`src/rtl/pupil_overlay_marker_if.sv`:
```
// Stream and centre-update signals of the pupil overlay marker, grouped so
// the marker and its environment share one bundle.
interface pupil_overlay_marker_if;
  logic       in_valid;
  logic       in_ready;
  logic [7:0] in_pixel;
  logic       in_sof;
  logic       center_valid;
  logic [9:0] xcenter;
  logic [9:0] ycenter;
  logic       out_valid;
  logic       out_ready;
  logic [7:0] out_pixel;
  logic       out_sof;
  logic       out_eol;
  logic       out_eof;
  logic       err_sof;

  // marker side
  modport slave (
    input  in_valid, in_pixel, in_sof, center_valid, xcenter, ycenter, out_ready,
    output in_ready, out_valid, out_pixel, out_sof, out_eol, out_eof, err_sof
  );

  // source / sink side
  modport master (
    output in_valid, in_pixel, in_sof, center_valid, xcenter, ycenter, out_ready,
    input  in_ready, out_valid, out_pixel, out_sof, out_eol, out_eof, err_sof
  );
endinterface

```
`src/rtl/pupil_overlay_marker.sv`:
```
// Draws a crosshair at the detected pupil centre on a raster pixel stream.
// A new centre is held pending and only takes effect on the next accepted
// start-of-frame pixel, so a frame never shows a split marker.
//
// state  | meaning
// IDLE   | waiting for a start-of-frame pixel; non-sof pixels are dropped
// ACTIVE | inside a frame; every accepted pixel is marked and forwarded
module pupil_overlay_marker #(
  parameter int         IMG_W     = 320,
  parameter int         IMG_H     = 240,
  parameter int         CROSS_LEN = 8,
  parameter logic [7:0] MARK_VAL  = 8'hFF
) (
  input logic                   clk,
  input logic                   rst,
  pupil_overlay_marker_if.slave bus
);

  localparam logic [9:0]  X_LAST  = 10'(IMG_W - 1);
  localparam logic [9:0]  Y_LAST  = 10'(IMG_H - 1);
  localparam logic [10:0] ARM_LEN = 11'(CROSS_LEN);

  typedef enum logic {IDLE, ACTIVE} state_t;

  state_t      state;
  state_t      state_nxt;
  logic [9:0]  x;
  logic [9:0]  y;
  logic [9:0]  x_nxt;
  logic [9:0]  y_nxt;
  logic [9:0]  cur_x;
  logic [9:0]  cur_y;

  logic [9:0]  pend_x;
  logic [9:0]  pend_y;
  logic        pend_flag;
  logic [9:0]  act_x;
  logic [9:0]  act_y;
  logic        have_ctr;
  logic [9:0]  eff_x;
  logic [9:0]  eff_y;
  logic        eff_have;

  logic        accept;
  logic        take;
  logic        sof_take;
  logic        ctr_swap;
  logic        at_eol;
  logic        at_eof;
  logic        err_nxt;

  logic [10:0] dx;
  logic [10:0] dy;
  logic [10:0] dx_abs;
  logic [10:0] dy_abs;
  logic        mark;

  // Gated by reset so nothing is accepted while the block is held in reset.
  assign bus.in_ready = rst & (~bus.out_valid | bus.out_ready);
  assign accept       = bus.in_valid & bus.in_ready;
  assign take         = accept & ((state == ACTIVE) | bus.in_sof);
  assign sof_take     = accept & bus.in_sof;
  assign ctr_swap     = sof_take & pend_flag;

  // A sof pixel always restarts the raster, whatever the counters say.
  assign cur_x = bus.in_sof ? 10'd0 : x;
  assign cur_y = bus.in_sof ? 10'd0 : y;

  // The sof pixel that promotes a pending centre is already marked with it.
  assign eff_x    = (bus.in_sof & pend_flag) ? pend_x : act_x;
  assign eff_y    = (bus.in_sof & pend_flag) ? pend_y : act_y;
  assign eff_have = have_ctr | (bus.in_sof & pend_flag);

  assign at_eol  = (cur_x == X_LAST);
  assign at_eof  = at_eol & (cur_y == Y_LAST);
  assign err_nxt = sof_take & (state == ACTIVE) & ((x != 10'd0) | (y != 10'd0));

  // Distance to the centre; operands are below 1024 so bit 10 is the sign.
  always_comb begin
    dx     = {1'b0, cur_x} - {1'b0, eff_x};
    dy     = {1'b0, cur_y} - {1'b0, eff_y};
    dx_abs = dx[10] ? (~dx + 11'd1) : dx;
    dy_abs = dy[10] ? (~dy + 11'd1) : dy;
    mark   = eff_have & (((cur_y == eff_y) & (dx_abs <= ARM_LEN)) |
                         ((cur_x == eff_x) & (dy_abs <= ARM_LEN)));
  end

  // Raster position advance and frame state transitions.
  always_comb begin
    state_nxt = state;
    x_nxt     = x;
    y_nxt     = y;
    if (take) begin
      if (at_eof) begin
        x_nxt     = 10'd0;
        y_nxt     = 10'd0;
        state_nxt = IDLE;
      end else if (at_eol) begin
        x_nxt     = 10'd0;
        y_nxt     = cur_y + 10'd1;
        state_nxt = ACTIVE;
      end else begin
        x_nxt     = cur_x + 10'd1;
        y_nxt     = cur_y;
        state_nxt = ACTIVE;
      end
    end
  end

  // State and raster counters.
  always_ff @(posedge clk) begin
    if (!rst) begin
      state <= IDLE;
      x     <= 10'd0;
      y     <= 10'd0;
    end else begin
      state <= state_nxt;
      x     <= x_nxt;
      y     <= y_nxt;
    end
  end

  // Pending/active centre; a pulse coinciding with the swap waits for the next frame.
  always_ff @(posedge clk) begin
    if (!rst) begin
      pend_x    <= 10'd0;
      pend_y    <= 10'd0;
      pend_flag <= 1'b0;
      act_x     <= 10'd0;
      act_y     <= 10'd0;
      have_ctr  <= 1'b0;
    end else begin
      if (ctr_swap) begin
        act_x    <= pend_x;
        act_y    <= pend_y;
        have_ctr <= 1'b1;
      end
      if (bus.center_valid) begin
        pend_x    <= bus.xcenter;
        pend_y    <= bus.ycenter;
        pend_flag <= 1'b1;
      end else if (ctr_swap) begin
        pend_flag <= 1'b0;
      end
    end
  end

  // Single output register; it holds while the sink stalls.
  always_ff @(posedge clk) begin
    if (!rst) begin
      bus.out_valid <= 1'b0;
      bus.out_pixel <= 8'd0;
      bus.out_sof   <= 1'b0;
      bus.out_eol   <= 1'b0;
      bus.out_eof   <= 1'b0;
      bus.err_sof   <= 1'b0;
    end else begin
      bus.err_sof <= err_nxt;
      if (take) begin
        bus.out_valid <= 1'b1;
        bus.out_pixel <= mark ? MARK_VAL : bus.in_pixel;
        bus.out_sof   <= bus.in_sof;
        bus.out_eol   <= at_eol;
        bus.out_eof   <= at_eof;
      end else if (bus.out_ready) begin
        bus.out_valid <= 1'b0;
      end
    end
  end

endmodule

```
`src/flat_wrapper.sv`:
```
// flat-port wrapper written by rule: the top's interface ports become plain ports
module pupil_overlay_marker_flat 
#(
  parameter int         IMG_W     = 320,
  parameter int         IMG_H     = 240,
  parameter int         CROSS_LEN = 8,
  parameter logic [7:0] MARK_VAL  = 8'hFF
)
  (clk, rst, bus_in_valid, bus_in_pixel, bus_in_sof, bus_center_valid, bus_xcenter, bus_ycenter, bus_out_ready, bus_in_ready, bus_out_valid, bus_out_pixel, bus_out_sof, bus_out_eol, bus_out_eof, bus_err_sof);
  pupil_overlay_marker_if bus_i ();
  input logic clk;
  input logic rst;
  input wire logic [$bits(bus_i.in_valid)-1:0] bus_in_valid;
  input wire logic [$bits(bus_i.in_pixel)-1:0] bus_in_pixel;
  input wire logic [$bits(bus_i.in_sof)-1:0] bus_in_sof;
  input wire logic [$bits(bus_i.center_valid)-1:0] bus_center_valid;
  input wire logic [$bits(bus_i.xcenter)-1:0] bus_xcenter;
  input wire logic [$bits(bus_i.ycenter)-1:0] bus_ycenter;
  input wire logic [$bits(bus_i.out_ready)-1:0] bus_out_ready;
  output wire logic [$bits(bus_i.in_ready)-1:0] bus_in_ready;
  output wire logic [$bits(bus_i.out_valid)-1:0] bus_out_valid;
  output wire logic [$bits(bus_i.out_pixel)-1:0] bus_out_pixel;
  output wire logic [$bits(bus_i.out_sof)-1:0] bus_out_sof;
  output wire logic [$bits(bus_i.out_eol)-1:0] bus_out_eol;
  output wire logic [$bits(bus_i.out_eof)-1:0] bus_out_eof;
  output wire logic [$bits(bus_i.err_sof)-1:0] bus_err_sof;
  assign bus_i.in_valid = bus_in_valid;
  assign bus_i.in_pixel = bus_in_pixel;
  assign bus_i.in_sof = bus_in_sof;
  assign bus_i.center_valid = bus_center_valid;
  assign bus_i.xcenter = bus_xcenter;
  assign bus_i.ycenter = bus_ycenter;
  assign bus_i.out_ready = bus_out_ready;
  assign bus_in_ready = bus_i.in_ready;
  assign bus_out_valid = bus_i.out_valid;
  assign bus_out_pixel = bus_i.out_pixel;
  assign bus_out_sof = bus_i.out_sof;
  assign bus_out_eol = bus_i.out_eol;
  assign bus_out_eof = bus_i.out_eof;
  assign bus_err_sof = bus_i.err_sof;
  pupil_overlay_marker #(.IMG_W(IMG_W), .IMG_H(IMG_H), .CROSS_LEN(CROSS_LEN), .MARK_VAL(MARK_VAL)) u_core (.clk(clk), .rst(rst), .bus(bus_i));
endmodule
```
`config.mk`:
```
export PLATFORM = sky130hd
export DESIGN_NAME = pupil_overlay_marker_flat
export DESIGN_NICKNAME = d
export VERILOG_FILES = /design/src/rtl/pupil_overlay_marker_if.sv /design/src/rtl/pupil_overlay_marker.sv /design/src/flat_wrapper.sv
export SDC_FILE = /design/constraint.sdc
export NUM_CORES = 1
export LEC_CHECK = 0
export CAP_MARGIN = 40
export CORE_ASPECT_RATIO = 1.2
export CORE_MARGIN = 5
export CORE_UTILIZATION = 50
export DETAILED_ROUTE_END_ITERATION = 7
export MAX_ROUTING_LAYER = met4
export PLACE_DENSITY = 0.69
export SYNTH_ARGS = -nofsm -noshare
export SYNTH_HDL_FRONTEND = slang
export SYNTH_SLANG_ARGS = --single-unit
```
`constraint.sdc`:
```
create_clock -name clk -period 5 [get_ports clk]
set_input_delay 0.75 -clock clk [delete_from_list [all_inputs] [get_ports clk]]
set_output_delay 0.75 -clock clk [all_outputs]
set_load 0.02 [all_outputs]
```
==> results.json, run 1 <==
{
  "outcome": "finished clean",
  "end_kind": "flop",
  "cts-root-buf": "clkbuf_16",
  "synth_ff_type": "dfxtp_1",
  "port_buffers": 47,
  "layout.nets": 691,
  "hold_viol_final": 0,
  "hold_end": "u_core.act_y[1]",
  "drv_cap": 0,
  "p_leak_uw": 0.00235,
  "period_share_pct": 88.3,
  "grt_usage_pct": 22.4,
  "worst_slew_pin_slew_ns": 0.851,
  "slew_violations": 0,
  "fin_skew_ns": 0.00864,
  "dpl_cell_area_um2": 5520,
  "rr_worst_depth": 14,
  "antenna_found_initial": 0,
  "grt_pass1_wl_um": 21300,
  "drt_wl_total_um": 12700,
  "grt_overflow_total": 0,
  "timing.slew.headroom_pct": 43.1,
  "rows": 39,
  "total_power_uw": 1620,
  "die_h_um": 119,
  "worstSetupStartpointType": "input port",
  "critPathMaxFanout": 28,
  "synth_edf_count": 0,
  "ctsHoldBuffers": 0,
  "max_freq_mhz": 227,
  "r2r-end": "u_core.bus.out_pixel[7]",
  "htreeDepth": 3,
  "fp.dieW_um": 101,
  "setup_viol": 0,
  "reg2reg_from": "u_core.pend_flag",
  "finalSetupTns_ns": 0,
  "hp-start": "u_core.act_y[1]",
  "ys_async_sr_fraction_pct": 0,
  "vdd.ir_drop.worst_mv": 0.177,
  "area_growth_pct": 17.6,
  "period_needed_ns": 4.41,
  "cts_setup_buffers": 0,
  "synth-seq-area-share_pct": 30.6,
  "avgSynthCellArea_um2": 8.29,
  "grt_max_degree": 61,
  "clock_sinks": 76,
  "ys_ff_latch": 76,
  "syn_area_um2": 4970,
  "grt_pass1_vias": 4391,
  "r2r_setup_slack_ns": 1.12,
  "rsz0062_at_grt": "no",
  "initial_utilization_pct": 51.7,
  "clk_pin_slew_worst_paths_ns": 0.06,
  "routed_via_density": 5.87,
  "crit_required_ns": 5.26,
  "routedWlPerCell_um": 16.7,
  "cts_tree": "yes",
  "numCtsBuffers": 9,
  "vias": 4467,
  "dieArea_um2": 12000,
  "syn_inst": 599,
  "synth_warnings": 0,
  "path_class": "input port to flop",
  "n_antenna_cell": 0,
  "syn_nets": 657,
  "gp_congestion": 0.884,
  "first_iter_violations": 240,
  "core_area_um2": 9610,
  "worst_hold_path_type": "flop to flop",
  "final_layout_size_suffix_gt1_share_pct": 5.33,
  "pin_count": 48,
  "hold_depth": 2,
  "postCtsResizedCells": 0,
  "clockBufferDepth": 2,
  "cellPowerDensity_nw_per_um2": 278,
  "synth_cell_types": 69,
  "dr.pass1.iters": 4,
  "worstSkewPairLatency_ns": 0.34,
  "fin_area_um2": 5840,
  "drc": 0,
  "antenna_left": 0,
  "hpwl_um": 9650,
  "critPathArrivalTime_ns": 4.67
}
worst max path at each step:
stage	from	end	slack, ns	depth (start not counted)
floorplan	bus_in_sof	u_core.bus.out_pixel[7]	0.54	16
global placement	bus_in_sof	u_core.bus.out_pixel[7]	0.39	15
detailed placement	bus_in_sof	u_core.bus.out_pixel[7]	0.27	15
CTS	bus_in_sof	u_core.bus.out_pixel[7]	0.61	15
global route	bus_in_sof	u_core.bus.out_pixel[7]	0.32	15
finish	bus_in_sof	u_core.bus.out_pixel[7]	0.59	15
synth_stat cells, types with 3 or more instances:
library cell   n  share of area [%]
nor4_1         6               0.76
a211oi_1       4               0.60
and2_1        11                1.4
buf_2          3               0.30
and4_1         4               0.71
clkbuf_1      26                2.0
o31ai_1        8                1.2
mux2i_1       39                7.9
a21o_1         5               0.76
o211ai_1       4               0.60
inv_1         17                1.3
or3_1          5               0.63
xnor2_1       10                1.8
a311oi_1       3               0.53
o21ai_1        3               0.30
o2111ai_1      3               0.53
nand2b_1       8                1.0
nand4_1        9                1.1
and3_1         6               0.76
xor2_1         7                1.2
o21ai_0       35                3.5
nor3_1        12                1.2
dfxtp_1       76                 31
a211o_1        3               0.53
nand2_1       69                5.2
a21oi_1       16                1.6
nor2b_1       44                5.5
ha_1          22                5.5
mux2_2         3               0.68
a32o_1         5                1.0
nand3_1        8               0.81
nand3b_1       4               0.60
nor3b_1        3               0.45
a21boi_0      25                3.8
nor2_1        31                2.3
a31oi_1       12                1.5
o21a_1         7                1.1
kinds of logic (layout without fill, tap and decap cells):
| group | count (synthesis) | count (layout) | synth area share, % |
|---|---|---|---|
| and+or+nand+nor | 230 | 230 | 24.4 |
| AOI/OAI and AO/OA | 161 | 161 | 23.1 |
| DFF | 76 | 76 | 30.6 |
| buffers and inverters | 48 | 87 | 3.70 |
| muxes | 43 | 43 | 8.77 |
| adders and majority gates | 24 | 24 | 6.35 |
| xor gates and xnor gates | 17 | 17 | 3.00 |
worst max-delay path, stage by stage:
cell and delay, ns:
clkdlybuf4s50_1 0.52, buf_4 0.30, nor2b_1 0.12, inv_1 0.11, ha_1 0.18, inv_1 0.05
fa_1 0.42, a211oi_2 0.36, nor2_1 0.14, xnor2_1 0.18, nor3_1 0.38, mux2_1 0.37
o211ai_1 0.16, nand4_1 0.35, a31oi_2 0.29
layout by cell type, fill, tap and decap left out, types with 10 or more instances in the layout:
| master | n |
|---|---|
| mux2i_1 | 39 |
| a21boi_0 | 25 |
| and2_1 | 11 |
| a31oi_1 | 12 |
| nor2b_1 | 44 |
| xnor2_1 | 10 |
| o21ai_0 | 35 |
| nand2_1 | 69 |
| a21oi_1 | 16 |
| inv_1 | 17 |
| nor2_1 | 31 |
| clkdlybuf4s50_1 | 47 |
| nor3_1 | 12 |
| ha_1 | 22 |
| dfxtp_1 | 76 |
routing by layer:
metal  global-route usage (%)  up-vias  share of wire, %
li1                         -     2259                 -
met1                     29.4     2106                47
met2                     34.9       81                48
met3                     3.63       21               3.4
met4                     7.90        0               1.9
met5                        -        -                 0
state kept, by name, summed over array words and instances, names as in the netlist:
signal,flops
u_core.act_x,10
u_core.act_y,10
u_core.pend_x,10
u_core.pend_y,10
u_core.x,10
u_core.y,10
u_core.bus.out_pixel,8
u_core.bus.err_sof,1
u_core.bus.out_eof,1
u_core.bus.out_eol,1
u_core.bus.out_sof,1
u_core.bus.out_valid,1
u_core.have_ctr,1
u_core.pend_flag,1
u_core.state,1
report_power, final:
group / leakage (uW) / total (uW) / switching [uW] / internal (uW)
sequential: 0.000619 / 638 / 13.5 / 624
combinational: 0.00158 / 286 / 152 / 134
clock: 0.000149 / 700 / 263 / 437
cell type report:
| type | instances | area, um^2 |
|---|---|---|
| multi-input cells | 475 | 3260 |
| flip-flops and latches | 76 | 1520 |
| well taps | 123 | 154 |
| inverters | 17 | 63.8 |
| clock inverters | 6 | 88.8 |
| fillers | 887 | 3770 |
| clock buffers | 10 | 229 |
| repair buffers | 54 | 523 |
metrics by stage:
stage	hold slack [ns]	setup slack, ns	utilization, %	std cells
after global placement	0.450	0.392	57.5	745
after floorplan	0.438	0.536	-	599
final	0.463	0.587	60.8	761
after global routing	0.484	0.322	60.8	761
after detailed placement	0.457	0.272	57.5	745
after CTS	0.465	0.614	60.8	761
Power figures use the tool's default switching activity.
==> run 2: changes to the inputs <==
--- a/config.mk
+++ b/config.mk
@@ -10,6 +10,7 @@
 export CORE_MARGIN = 5
 export CORE_UTILIZATION = 50
 export DETAILED_ROUTE_END_ITERATION = 7
+export HOLD_SLACK_MARGIN = 0.05
 export MAX_ROUTING_LAYER = met4
 export PLACE_DENSITY = 0.69
 export SYNTH_ARGS = -nofsm -noshare
==> results of run 2 <==
Final layout, timing and power as in run 1 (identical DEF).
==> run 3: changes to the inputs <==
==> constraint.sdc (replaced) <==
create_clock -name clk -period 4.3 [get_ports clk]
set_input_delay 0.645 -clock clk [delete_from_list [all_inputs] [get_ports clk]]
set_output_delay 0.645 -clock clk [all_outputs]
set_load 0.02 [all_outputs]
==> run 3 against run 2 <==
Setup slack got worse by 0.29 ns. Critical path type unchanged. Cell count rose by 2.0%. Utilization increased by 0.81 points. Global-route usage increased by 0.44 points. Highest routed layer unchanged. Largest cell class unchanged. Largest power group is now registers.
==> results.json, run 3 (synthesis results as in run 1) <==
{
  "dpl_cell_area_um2": 5640,
  "grt_overflow_total": 0,
  "worstSkewPairLatency_ns": 0.34,
  "critPathArrivalTime_ns": 4.27,
  "critPathMaxFanout": 8,
  "pin_count": 48,
  "hold_viol_final": 0,
  "rsz0062_at_grt": "no",
  "p_sw_share_pct": 28.1,
  "rows": 39,
  "p_leak_uw": 0.00241,
  "p_switching_uw": 506,
  "gp_congestion": 0.929,
  "routedWlPerCell_um": 16.9,
  "dr.pass1.iters": 6,
  "cpMaxStageDelayCell": "clkdlybuf4s50_1",
  "period_needed_ns": 4.00,
  "worst_hold_path_type": "flop to flop",
  "routed_via_density": 5.91,
  "fin_skew_ns": 0.00651,
  "hold_end": "u_core.act_y[2]",
  "drv_cap": 0,
  "max_freq_mhz": 250,
  "numCtsBuffers": 9,
  "hpwl_um": 9840,
  "pwr-share-seq_pct": 41.2,
  "cts_tree": "yes",
  "fin_area_um2": 5920,
  "path_class": "input port to flop",
  "finalSetupTns_ns": 0,
  "outcome": "finished clean",
  "cellPowerDensity_nw_per_um2": 305,
  "postCtsResizedCells": 0,
  "clk_pin_slew_worst_paths_ns": 0.06,
  "vias": 4588,
  "layout.nets": 706,
  "setup_viol": 0,
  "slowest_delay_ns": 0.51,
  "total_power_uw": 1800,
  "grt_pass1_wl_um": 21700,
  "drt_wl_total_um": 13100,
  "crit_path_cell_trace": "clkdlybuf4s50_1, nand2_1, buf_4, mux2_2, ha_1, inv_1, fa_1, a211oi_2, nor4b_1, nor3_1, o31ai_1, mux2_1, o211ai_1, nand4_1, buf_4, a31oi_2",
  "final_layout_size_suffix_gt1_share_pct": 7.81,
  "slew_violations": 0,
  "p_int_uw": 1300,
  "cts-root-buf": "clkbuf_16",
  "antenna_found_initial": 0,
  "timing.slew.headroom_pct": 39.9,
  "die_h_um": 119,
  "initial_utilization_pct": 51.7,
  "area_growth_pct": 19.2,
  "worstSetupStartpointType": "input port",
  "first_iter_violations": 233,
  "vdd.ir_drop.worst_mv": 0.250,
  "hold_depth": 2,
  "r2r_setup_slack_ns": 0.64,
  "timing.critical_path.buf_inv": 4,
  "reg2reg_from": "u_core.pend_flag",
  "hp-start": "u_core.act_y[2]",
  "core_area_um2": 9610,
  "clockBufferDepth": 2,
  "combPwrFrac_pct": 19.1,
  "rr_worst_depth": 15,
  "worst_slew_pin_slew_ns": 0.900,
  "clock_sinks": 76,
  "cts_setup_buffers": 0,
  "dieArea_um2": 12000,
  "critPathTopFamily": "buffers and inverters",
  "htreeDepth": 3,
  "drc": 0,
  "ctsHoldBuffers": 0,
  "p_clk_share_pct": 39.7,
  "grt_usage_pct": 22.9,
  "grt_max_degree": 61,
  "n_antenna_cell": 0,
  "grt_pass1_vias": 4410,
  "crit_required_ns": 4.56,
  "fp.dieW_um": 101,
  "port_buffers": 47,
  "antenna_left": 0,
  "r2r-end": "u_core.bus.out_pixel[7]",
  "period_share_pct": 93.1,
  "end_kind": "flop",
  "crit_top_cell": "buf_4",
  "mostFrequentLayoutCells": "dfxtp_1 (76), nand2_1 (69), clkdlybuf4s50_1 (47), nor2b_1 (44), mux2i_1 (39)",
  "final_common_cell": "dfxtp_1"
}
-- run 3: cell type report --
cell class | instances | area, um^2
Clock buffer | 10 | 239
Timing Repair Buffer | 69 | 636
Inverter | 17 | 63.8
Sequential cell | 76 | 1520
Fill cell | 860 | 3690
Multi-Input combinational cell | 475 | 3270
Clock inverter | 6 | 38.8
Tap cell | 123 | 154
-- run 3: how the worst max path moves through the flow --
stage / startpoint / endpoint / slack [ns] / cells after the start
finish: bus_in_sof / u_core.bus.out_pixel[7] / 0.30 / 16
global route: bus_in_sof / u_core.bus.out_pixel[7] / 0.04 / 15
CTS: bus_in_sof / u_core.bus.out_pixel[7] / 0.34 / 16
detailed placement: bus_in_sof / u_core.bus.out_pixel[7] / -0.02 / 16
global placement: bus_in_sof / u_core.bus.out_pixel[7] / 0.11 / 16
floorplan: bus_in_sof / u_core.bus.out_pixel[7] / 0.03 / 16
-- run 3: power by group through the flow --
| stage | Combinational [uW] | Clock (uW) | Sequential, uW |
|---|---|---|---|
| global route | 377 | 763 | 745 |
| CTS | 342 | 730 | 743 |
| global placement | 336 | 0 | 758 |
| floorplan | 226 | 0 | 760 |
| finish | 344 | 716 | 743 |
| detailed placement | 339 | 0 | 758 |
-- run 3: through the flow --
stage	std cells	utilization, %	worst slack, ns	hold slack, ns
after floorplan	599	-	0.0326	0.438
after global placement	760	58.7	0.111	0.449
after detailed placement	760	58.7	-0.0179	0.455
after CTS	776	61.6	0.335	0.465
after global routing	776	61.6	0.0391	0.491
final	776	61.6	0.297	0.463
-- run 3: layer usage --
metal	routed length, um	up-vias	global-route usage (%)
li1	-	2281	-
met1	6320	2186	31.1
met2	6100	107	35.2
met3	481	14	3.16
met4	193	0	7.15
met5	0	-	-
-- run 3: worst reg2reg max path, cell delays in order, from the launching register on --
cell and delay, ns:
dfxtp_1 0.45, nand2_1 0.12, buf_4 0.20, mux2_2 0.23, ha_1 0.15, inv_1 0.05, fa_1 0.41, a211oi_2 0.35
nor4b_1 0.10, nor3_1 0.41, o31ai_1 0.14, mux2_1 0.31, o211ai_1 0.18, nand4_1 0.12, buf_4 0.19, a31oi_2 0.17
